$ cat src/rtl/ball_motion_ctrl.sv
// Ball position/direction owner for the paddle game: reflects on crash bits,
// steps once per frame tick and sequences IDLE/SERVE/PLAY/MISS rounds.
module ball_motion_ctrl #(
  parameter int X_MIN     = 10,
  parameter int X_MAX     = 630,
  parameter int Y_MIN     = 10,
  parameter int Y_MAX     = 470,
  parameter int START_X   = 320,
  parameter int START_Y   = 240,
  parameter int STEP      = 2,
  parameter int MISS_HOLD = 60,
  parameter int MAX_MISS  = 3
) (
  input  logic       iCLK,
  input  logic       iRST_N,
  input  logic       iFrame_tick,
  input  logic       iStart,
  input  logic [3:0] iCrash,
  output logic [9:0] oBall_x,
  output logic [9:0] oBall_y,
  output logic [1:0] oState,
  output logic [7:0] oBounce_cnt,
  output logic [3:0] oMiss_cnt,
  output logic       oGame_over
);

  typedef enum logic [1:0] {
    IDLE  = 2'd0,
    SERVE = 2'd1,
    PLAY  = 2'd2,
    MISS  = 2'd3
  } state_t;

  localparam int HOLD_W = (MISS_HOLD > 1) ? $clog2(MISS_HOLD + 1) : 1;

  localparam logic [10:0] X_MIN11 = 11'(X_MIN);
  localparam logic [10:0] X_MAX11 = 11'(X_MAX);
  localparam logic [10:0] Y_MIN11 = 11'(Y_MIN);
  localparam logic [10:0] Y_MAX11 = 11'(Y_MAX);
  localparam logic [10:0] STEP11  = 11'(STEP);
  localparam logic [9:0]  START_X10 = 10'(START_X);
  localparam logic [9:0]  START_Y10 = 10'(START_Y);
  localparam logic [3:0]  MAX_MISS4 = 4'(MAX_MISS);
  localparam logic [HOLD_W-1:0] HOLD_LAST = HOLD_W'(MISS_HOLD - 1);

  state_t            state, state_nx;
  logic [9:0]        ball_x, ball_x_nx;
  logic [9:0]        ball_y, ball_y_nx;
  logic              dir_x, dir_x_nx;
  logic              dir_y, dir_y_nx;
  logic [7:0]        bounce_cnt, bounce_cnt_nx;
  logic [3:0]        miss_cnt, miss_cnt_nx;
  logic              game_over, game_over_nx;
  logic [HOLD_W-1:0] hold_cnt, hold_cnt_nx;

  function automatic logic [9:0] clamp11(input logic [10:0] v,
                                         input logic [10:0] lo,
                                         input logic [10:0] hi);
    if (v < lo)      return lo[9:0];
    else if (v > hi) return hi[9:0];
    else             return v[9:0];
  endfunction

  // dir=1 means increasing coordinate; a decrement below zero is treated as
  // hitting the low clamp instead of wrapping.
  function automatic logic [9:0] step_axis(input logic [9:0]  p,
                                           input logic        dir,
                                           input logic [10:0] lo,
                                           input logic [10:0] hi);
    logic [10:0] ext;
    ext = {1'b0, p};
    if (dir)                return clamp11(ext + STEP11, lo, hi);
    else if (ext < STEP11)  return lo[9:0];
    else                    return clamp11(ext - STEP11, lo, hi);
  endfunction

  always_ff @(posedge iCLK or negedge iRST_N) begin
    if (!iRST_N) begin
      state      <= IDLE;
      ball_x     <= START_X10;
      ball_y     <= START_Y10;
      dir_x      <= 1'b1;
      dir_y      <= 1'b0;
      bounce_cnt <= '0;
      miss_cnt   <= '0;
      game_over  <= 1'b0;
      hold_cnt   <= '0;
    end else begin
      state      <= state_nx;
      ball_x     <= ball_x_nx;
      ball_y     <= ball_y_nx;
      dir_x      <= dir_x_nx;
      dir_y      <= dir_y_nx;
      bounce_cnt <= bounce_cnt_nx;
      miss_cnt   <= miss_cnt_nx;
      game_over  <= game_over_nx;
      hold_cnt   <= hold_cnt_nx;
    end
  end

  always_comb begin
    state_nx      = state;
    ball_x_nx     = ball_x;
    ball_y_nx     = ball_y;
    dir_x_nx      = dir_x;
    dir_y_nx      = dir_y;
    bounce_cnt_nx = bounce_cnt;
    miss_cnt_nx   = miss_cnt;
    game_over_nx  = game_over;
    hold_cnt_nx   = hold_cnt;

    unique case (state)
      IDLE: begin
        ball_x_nx = START_X10;
        ball_y_nx = START_Y10;
        dir_x_nx  = 1'b1;
        dir_y_nx  = 1'b0;
        if (iStart) begin
          bounce_cnt_nx = '0;
          miss_cnt_nx   = '0;
          game_over_nx  = 1'b0;
          state_nx      = SERVE;
        end
      end

      SERVE: begin
        ball_x_nx = START_X10;
        ball_y_nx = START_Y10;
        dir_x_nx  = 1'b1;
        dir_y_nx  = 1'b0;
        if (iFrame_tick) state_nx = PLAY;
      end

      PLAY: begin
        if (iFrame_tick) begin
          if ({1'b0, ball_y} >= Y_MAX11) begin
            state_nx    = MISS;
            hold_cnt_nx = '0;
            if (miss_cnt < MAX_MISS4) miss_cnt_nx = miss_cnt + 4'd1;
          end else begin
            if (iCrash[3] && !iCrash[2]) dir_x_nx = 1'b1;
            if (iCrash[2] && !iCrash[3]) dir_x_nx = 1'b0;
            if (iCrash[1] && !iCrash[0]) dir_y_nx = 1'b1;
            if (iCrash[0] && !iCrash[1]) dir_y_nx = 1'b0;
            if (((dir_x_nx != dir_x) || (dir_y_nx != dir_y)) && (bounce_cnt != 8'hFF))
              bounce_cnt_nx = bounce_cnt + 8'd1;
            ball_x_nx = step_axis(ball_x, dir_x_nx, X_MIN11, X_MAX11);
            ball_y_nx = step_axis(ball_y, dir_y_nx, Y_MIN11, Y_MAX11);
          end
        end
      end

      MISS: begin
        if (iFrame_tick) begin
          if (hold_cnt == HOLD_LAST) begin
            hold_cnt_nx = '0;
            ball_x_nx   = START_X10;
            ball_y_nx   = START_Y10;
            dir_x_nx    = 1'b1;
            dir_y_nx    = 1'b0;
            if (miss_cnt == MAX_MISS4) begin
              state_nx     = IDLE;
              game_over_nx = 1'b1;
            end else begin
              state_nx = SERVE;
            end
          end else begin
            hold_cnt_nx = hold_cnt + 1'b1;
          end
        end
      end

      default: state_nx = IDLE;
    endcase
  end

  assign oBall_x     = ball_x;
  assign oBall_y     = ball_y;
  assign oState      = state;
  assign oBounce_cnt = bounce_cnt;
  assign oMiss_cnt   = miss_cnt;
  assign oGame_over  = game_over;

endmodule

$ cat config.mk
export PLATFORM = sky130hd
export DESIGN_NAME = ball_motion_ctrl
export DESIGN_NICKNAME = d
export VERILOG_FILES = /design/src/rtl/ball_motion_ctrl.sv
export SDC_FILE = /design/constraint.sdc
export NUM_CORES = 1
export LEC_CHECK = 0
export ABC_AREA = 0
export CORE_MARGIN = 3
export CORE_UTILIZATION = 40
export DETAILED_ROUTE_END_ITERATION = 8
export HOLD_SLACK_MARGIN = 0.06
export SKIP_CTS_REPAIR_TIMING = 1
export SLEW_MARGIN = 25
export SYNTH_ARGS = -nofsm -noshare
export SYNTH_HDL_FRONTEND = slang
export SYNTH_SLANG_ARGS = --single-unit
$ cat constraint.sdc
create_clock -name iCLK -period 2.4 [get_ports iCLK]
set_input_delay 0.48 -clock iCLK [delete_from_list [all_inputs] [get_ports iCLK]]
set_output_delay 0.48 -clock iCLK [all_outputs]
set_load 0.05 [all_outputs]
==> results of run 1 <==
per-stage QoR:
| stage | setup WS, ps | hold WS, ps | TNS [ps] | area (µm²) |
|---|---|---|---|---|
| CTS | -17.9 | 196 | -17.9 | 4750 |
| global route | -73.5 | 217 | -255 | 5010 |
| floorplan | -144 | 184 | -421 | 3870 |
| finish | -25.9 | 167 | -25.9 | 5010 |
| detailed placement | -8.43 | 482 | -8.43 | 4640 |
| global placement | 29.0 | 475 | 0 | 4640 |
logic make-up after synthesis:
kind of cell               share of synthesized area, %
and+or+nand+nor                                    23.6
AOI/OAI and AO/OA                                  31.8
buffers and inverters                              6.18
DFF                                                27.8
xor gates and xnor gates                           3.53
adders and majority gates                          4.70
muxes                                              2.25
other                                             0.101
layer usage:
metal  track usage [%]  vias up  part of all wire, %
li1                  -     1925                    -
met1              29.0     1924                   46
met2              35.4      107                   47
met3              2.64       25                  4.3
met4              6.16        0                  2.4
met5                 0        -                    0
area by class of cell:
class / instances / area, µm²
Multi-Input combinational cell: 369 / 2650
Fill cell: 853 / 3880
Timing Repair Buffer: 124 / 1020
Clock inverter: 3 / 43.8
Sequential cell: 41 / 1040
Clock buffer: 5 / 68.8
Inverter: 15 / 63.8
Tap cell: 108 / 135
worst paths after layout:
kind	startpoint	to	slack, ps	cells past startpoint
max	oBall_y[2]	oBall_y[6]	-30	9
min	iRST_N	oState[0]	170	1
max reg2reg	oBall_y[2]	oBall_y[6]	-30	9
min reg2reg	oGame_over	oGame_over	500	1
max in group asynchronous	iRST_N	oBall_x[6]	1590	2
min in group iCLK	oGame_over	oGame_over	500	1
registers in the layout (all words and copies together), names as in the netlist:
name,flops
oBounce_cnt,8
oBall_y,9
dir_x,1
oState,2
oBall_x,9
dir_y,1
oMiss_cnt,4
hold_cnt,6
oGame_over,1
cell usage in the layout, fill, tap and decap left out, drive strengths merged, types with 5 or more instances in the layout:
master,instances
a21oi,26
a31oi,9
and3,10
buf,88
clkbuf,5
clkdlybuf4s50,36
dfrtp,34
dfstp,7
ha,14
inv,16
mux2i,5
nand2,44
nand3,15
nand4,6
nor2,28
nor2b,10
nor3,10
o211ai,8
o21a,5
o21ai,34
o22ai,8
o31ai,10
or2,6
or3,7
xnor2,7
xor2,8
power groups by stage:
| stage | registers [W] | logic, W | clock network, W |
|---|---|---|---|
| floorplan | 0.00137 | 0.00182 | 0 |
| global route | 0.00112 | 0.00362 | 0.000613 |
| detailed placement | 0.00112 | 0.00304 | 0 |
| finish | 0.00109 | 0.00335 | 0.000583 |
| global placement | 0.00111 | 0.00301 | 0 |
| CTS | 0.00111 | 0.00305 | 0.000592 |
==> metrics.cfg, run 1 <==
[timing]
setup_ws_ps = -25.9
min_period_over_period_pct = 101
relSlewSlack_pct = 55.2
hold_viol_final = 0
setup_viol = 1
tightest_slew_ps = 669
fin_skew_ps = 6.12
drv_slew = 0
finalCriticalPeriod_ps = 2430
rsz0062_at_grt = yes
max_freq_ghz = 0.412

[finish]
post_route_cells_drive_above_1_share_pct = 28.7
insertedDiodeCount = 0
layout.cells.non_filler = 665
nNetsFinal = 578
final_core_util_pct = 56.4
area_delta_synth_final_pct = 34.6

[setup_path]
end_kind = flip-flop
crit_family = simple AND/OR/NAND/NOR gates
cp_data_arrival_time_ps = 2660
path_buf_inv = 2
crit_type = reg2reg
cp_cell_sequence = inv_4 > ha_4 > or3b_4 > buf_4 > or3_4 > o21ai_4 > a31oi_2 > a21boi_2 > o32a_1
cpMaxStageDelayCell = dfrtp_2
max_stage_delay_ps = 470
worstSetupStartpointType = flip-flop
path_max_fanout = 7
critPathRequiredTime_ps = 2630

[clocking]
cts_buffer_depth = 2
clk_pin_slew_ps = 90
htreeDepth = 2
cts_tree = built
worstSkewPairLatency_ps = 300
cts_made_buffers = 5
root_buffer = clkbuf_8
clock_sinks = 41

[power]
intPower_w = 0.00263
ir_worst_vdd_mv = 0.499
leakagePower_nw = 2.03
power.density_mw_per_mm2 = 1000
switchingPower_w = 0.00239
comb_power_share_pct = 66.7
power_w = 0.00502
p_clk_share_pct = 11.6
swShare_pct = 47.5
seqPwrFrac_pct = 21.6

[grt]
antenna_found_initial = 0
grt_pass1_wl_mm = 18.0
grt_pass1_vias = 3744
grt_overflow_total = 0
track_usage_pct = 21.3
grt_max_degree = 26

[synth]
ys_ff_latch = 41
yosys-top-cells-count = nand2_1, dfrtp_1, o21ai_0
syn_avg_cell_area_um2 = 8.06
synth.largest_area_cell = dfrtp_1
syn_inst = 462
synth_edf_count = 0
synth_top_cell_area_share_pct = 22.8
yosysWarnings = 0
yosysMostFrequentCell = nand2_1
async_flop_share_pct = 100
synth_area_mm2 = 0.00372
synth_seq_area_share_pct = 27.8
synth-main-ff-cell = dfrtp_1
yosysUniqueCellTypes = 82
synthTopCellsByArea = dfrtp_1, dfstp_2, ha_1

[route]
routedWlPerCell_um = 17.2
drt_wl_total_mm = 11.4
drtAntennaViolNets = 0
drc = 0
dr.pass1.iters = 5
num_vias = 3981
drt_iter0_drc = 207
via_per_inst = 5.99

[placement]
dp.cells = 636
dp_hpwl_mm = 8.31
routabilityCongestion = 0.897
io_buffer_count = 40

[job]
drv_cap = 0

[die]
die_y_um = 103
initial_core_util_pct = 41.9
rows = 34
dieArea_mm2 = 0.0105
pin_count = 43
die_w_um = 103
core_mm2 = 0.00889

[run_status]
violations = setup timing
status = finished with violations

[min_path]
min_path_type = in2async

Note: power is estimated with default switching activity, not from simulation.
==> inputs of run 2 (changes only) <==
==> constraint.sdc (replaced) <==
create_clock -name iCLK -period 2.4 [get_ports iCLK]
set_input_delay 0.36 -clock iCLK [delete_from_list [all_inputs] [get_ports iCLK]]
set_output_delay 0.36 -clock iCLK [all_outputs]
set_load 0.05 [all_outputs]
==> run 2 against run 1 <==
  * The run still ends with setup timing left
  * First-iteration DRC count decreased by 11%
  * Setup slack got worse by 2.2 ps
  * Critical path depth decreased by 1
  * Total power increased by 2.1%
  * Clock power increased by 1%
  * Critical path type unchanged
==> metrics.cfg, run 2 (synthesis gave the netlist of run 1 again) <==
[run_status]
status = finished with violations  ; unchanged
violations = setup timing  ; unchanged

[finish]
nFillCells = 806  ; was 853
mostFrequentLayoutCells = buf_4, nand2_1, clkdlybuf4s50_1, o21ai_0, nor2_1  ; was buf_4, nand2_1, clkdlybuf4s50_1, o21ai_0
post_route_cells_drive_above_1_share_pct = 27.1  ; was 28.7%
area_delta_synth_final_pct = 35.0  ; was 34.6%
layout.cells.non_filler = 657  ; was 665
final_common_cell = buf_4  ; unchanged
nNetsFinal = 570  ; was 578
insertedDiodeCount = 0  ; unchanged
final_core_util_pct = 56.6  ; was 56.4%

[die]
rows = 34  ; unchanged
initial_core_util_pct = 41.9  ; unchanged
die_w_um = 103  ; unchanged
pin_count = 43  ; unchanged
dieArea_mm2 = 0.0105  ; unchanged
die_y_um = 103  ; unchanged
core_mm2 = 0.00889  ; unchanged

[job]
drv_cap = 0  ; unchanged

[clocking]
clock_sinks = 41  ; unchanged
cts_tree = built  ; unchanged
cts_buffer_depth = 2  ; unchanged
root_buffer = clkbuf_8  ; unchanged
cts_made_buffers = 5  ; unchanged
htreeDepth = 2  ; unchanged
worstSkewPairLatency_ps = 300  ; about the same
clk_pin_slew_ps = 90  ; about the same

[grt]
track_usage_pct = 21.0  ; was 21.3%
grt_pass1_vias = 3545  ; was 3,744
antenna_found_initial = 0  ; unchanged
grt_pass1_wl_mm = 17.8  ; was 18.0 mm
grt_max_degree = 23  ; was 26
grt_overflow_total = 0  ; unchanged

[route]
routedWlPerCell_um = 17.2  ; about the same
drc = 0  ; unchanged
num_vias = 3929  ; was 3,981
via_per_inst = 5.98  ; was 5.99
drt_wl_total_mm = 11.3  ; was 11.4 mm
dr.pass1.iters = 5  ; unchanged
drtAntennaViolNets = 0  ; unchanged
drt_iter0_drc = 185  ; was 207

[timing]
min_period_over_period_pct = 101  ; about the same
rsz0062_at_grt = yes  ; unchanged
tightest_slew_ps = 585  ; was 669 ps
relSlewSlack_pct = 60.9  ; was 55.2%
fin_skew_ps = 10.2  ; was 6.12 ps
hold_viol_final = 0  ; unchanged
setup_ws_ps = -28.0  ; was -25.9 ps
max_freq_ghz = 0.412  ; about the same
setup_viol = 1  ; unchanged
finalCriticalPeriod_ps = 2430  ; about the same
drv_slew = 0  ; unchanged

[power]
switchingPower_w = 0.00241  ; was 0.00239 W
seqPwrFrac_pct = 21.5  ; was 21.6%
intPower_w = 0.00272  ; was 0.00263 W
comb_power_share_pct = 67.0  ; was 66.7%
leakagePower_nw = 2.01  ; was 2.03 nW
power_w = 0.00513  ; was 0.00502 W
power.density_mw_per_mm2 = 1020  ; was 1000 mW/mm²
p_clk_share_pct = 11.5  ; was 11.6%
ir_worst_vdd_mv = 0.426  ; was 0.499 mV
swShare_pct = 47.0  ; was 47.5%

[setup_path]
critPathRequiredTime_ps = 2640  ; was 2630 ps
crit_type = reg2reg  ; unchanged
path_max_fanout = 8  ; was 7
worstSetupStartpointType = flip-flop  ; unchanged
end_kind = flip-flop  ; unchanged
cp_data_arrival_time_ps = 2670  ; was 2660 ps

[min_path]
min_path_type = reg2reg  ; was in2async

[placement]
io_buffer_count = 40  ; unchanged
routabilityCongestion = 0.884  ; was 0.897
dp.cells = 623  ; was 636
dp_hpwl_mm = 8.04  ; was 8.31 mm

-- run 2: power groups by stage --
stage / Clock (W) / Sequential (W) / Combinational (W)
after floorplan: 0 / 0.00137 / 0.00182
after global placement: 0 / 0.00112 / 0.00293
after detailed placement: 0 / 0.00113 / 0.00296
after CTS: 0.000609 / 0.00112 / 0.00298
after global routing: 0.000632 / 0.00113 / 0.00372
final: 0.000590 / 0.00110 / 0.00343
-- run 2: cell type report --
cell class / instances / area (µm²) / share of cell area (%)
clock buffers: 5 / 68.8 / 1.37
clock inverters: 3 / 46.3 / 0.921
inverters: 15 / 63.8 / 1.27
multi-input cells: 369 / 2670 / 53.1
flip-flops and latches: 41 / 1040 / 20.8
well taps: 108 / 135 / 2.69
repair buffers: 116 / 998 / 19.9
-- run 2: path summary, 6_finish.rpt --
path | startpoint | endpoint | slack, ps | cells after the start
worst max register to register | oBall_y[1] | oBall_y[6] | -30 | 8
worst max-delay path | oBall_y[1] | oBall_y[6] | -30 | 8
min in group asynchronous | iRST_N | hold_cnt[0] | 560 | 2
max in group asynchronous | iRST_N | dir_x | 1260 | 3
worst min register to register | oGame_over | oGame_over | 490 | 1
worst min-delay path | oGame_over | oGame_over | 490 | 1
-- run 2: stage by stage --
stage / worst slack [ps] / cell area, µm² / hold WS, ps / TNS, ps
floorplan: -144 / 3870 / 64.4 / -421
global placement: 41.5 / 4560 / 362 / 0
detailed placement: -31.5 / 4560 / 365 / -51.2
CTS: -46.0 / 4680 / 21.9 / -125
global route: -115 / 5030 / 516 / -337
finish: -28.0 / 5030 / 494 / -28.0
-- run 2: worst max-delay path: stages (launching register included) --
cell	delay [ps]
dfrtp_2	490
inv_4	80
ha_4	120
or3b_4	410
o31a_1	280
a211oi_2	310
a31oi_2	190
a21boi_2	200
o32a_1	280
-- run 2: routing by layer --
layer	wire (µm)	global-route usage, %	up-vias
met5	0	0	-
met4	109	4.04	0
met3	707	3.32	11
met2	5400	33.9	128
met1	5060	29.9	1889
li1	-	-	1901
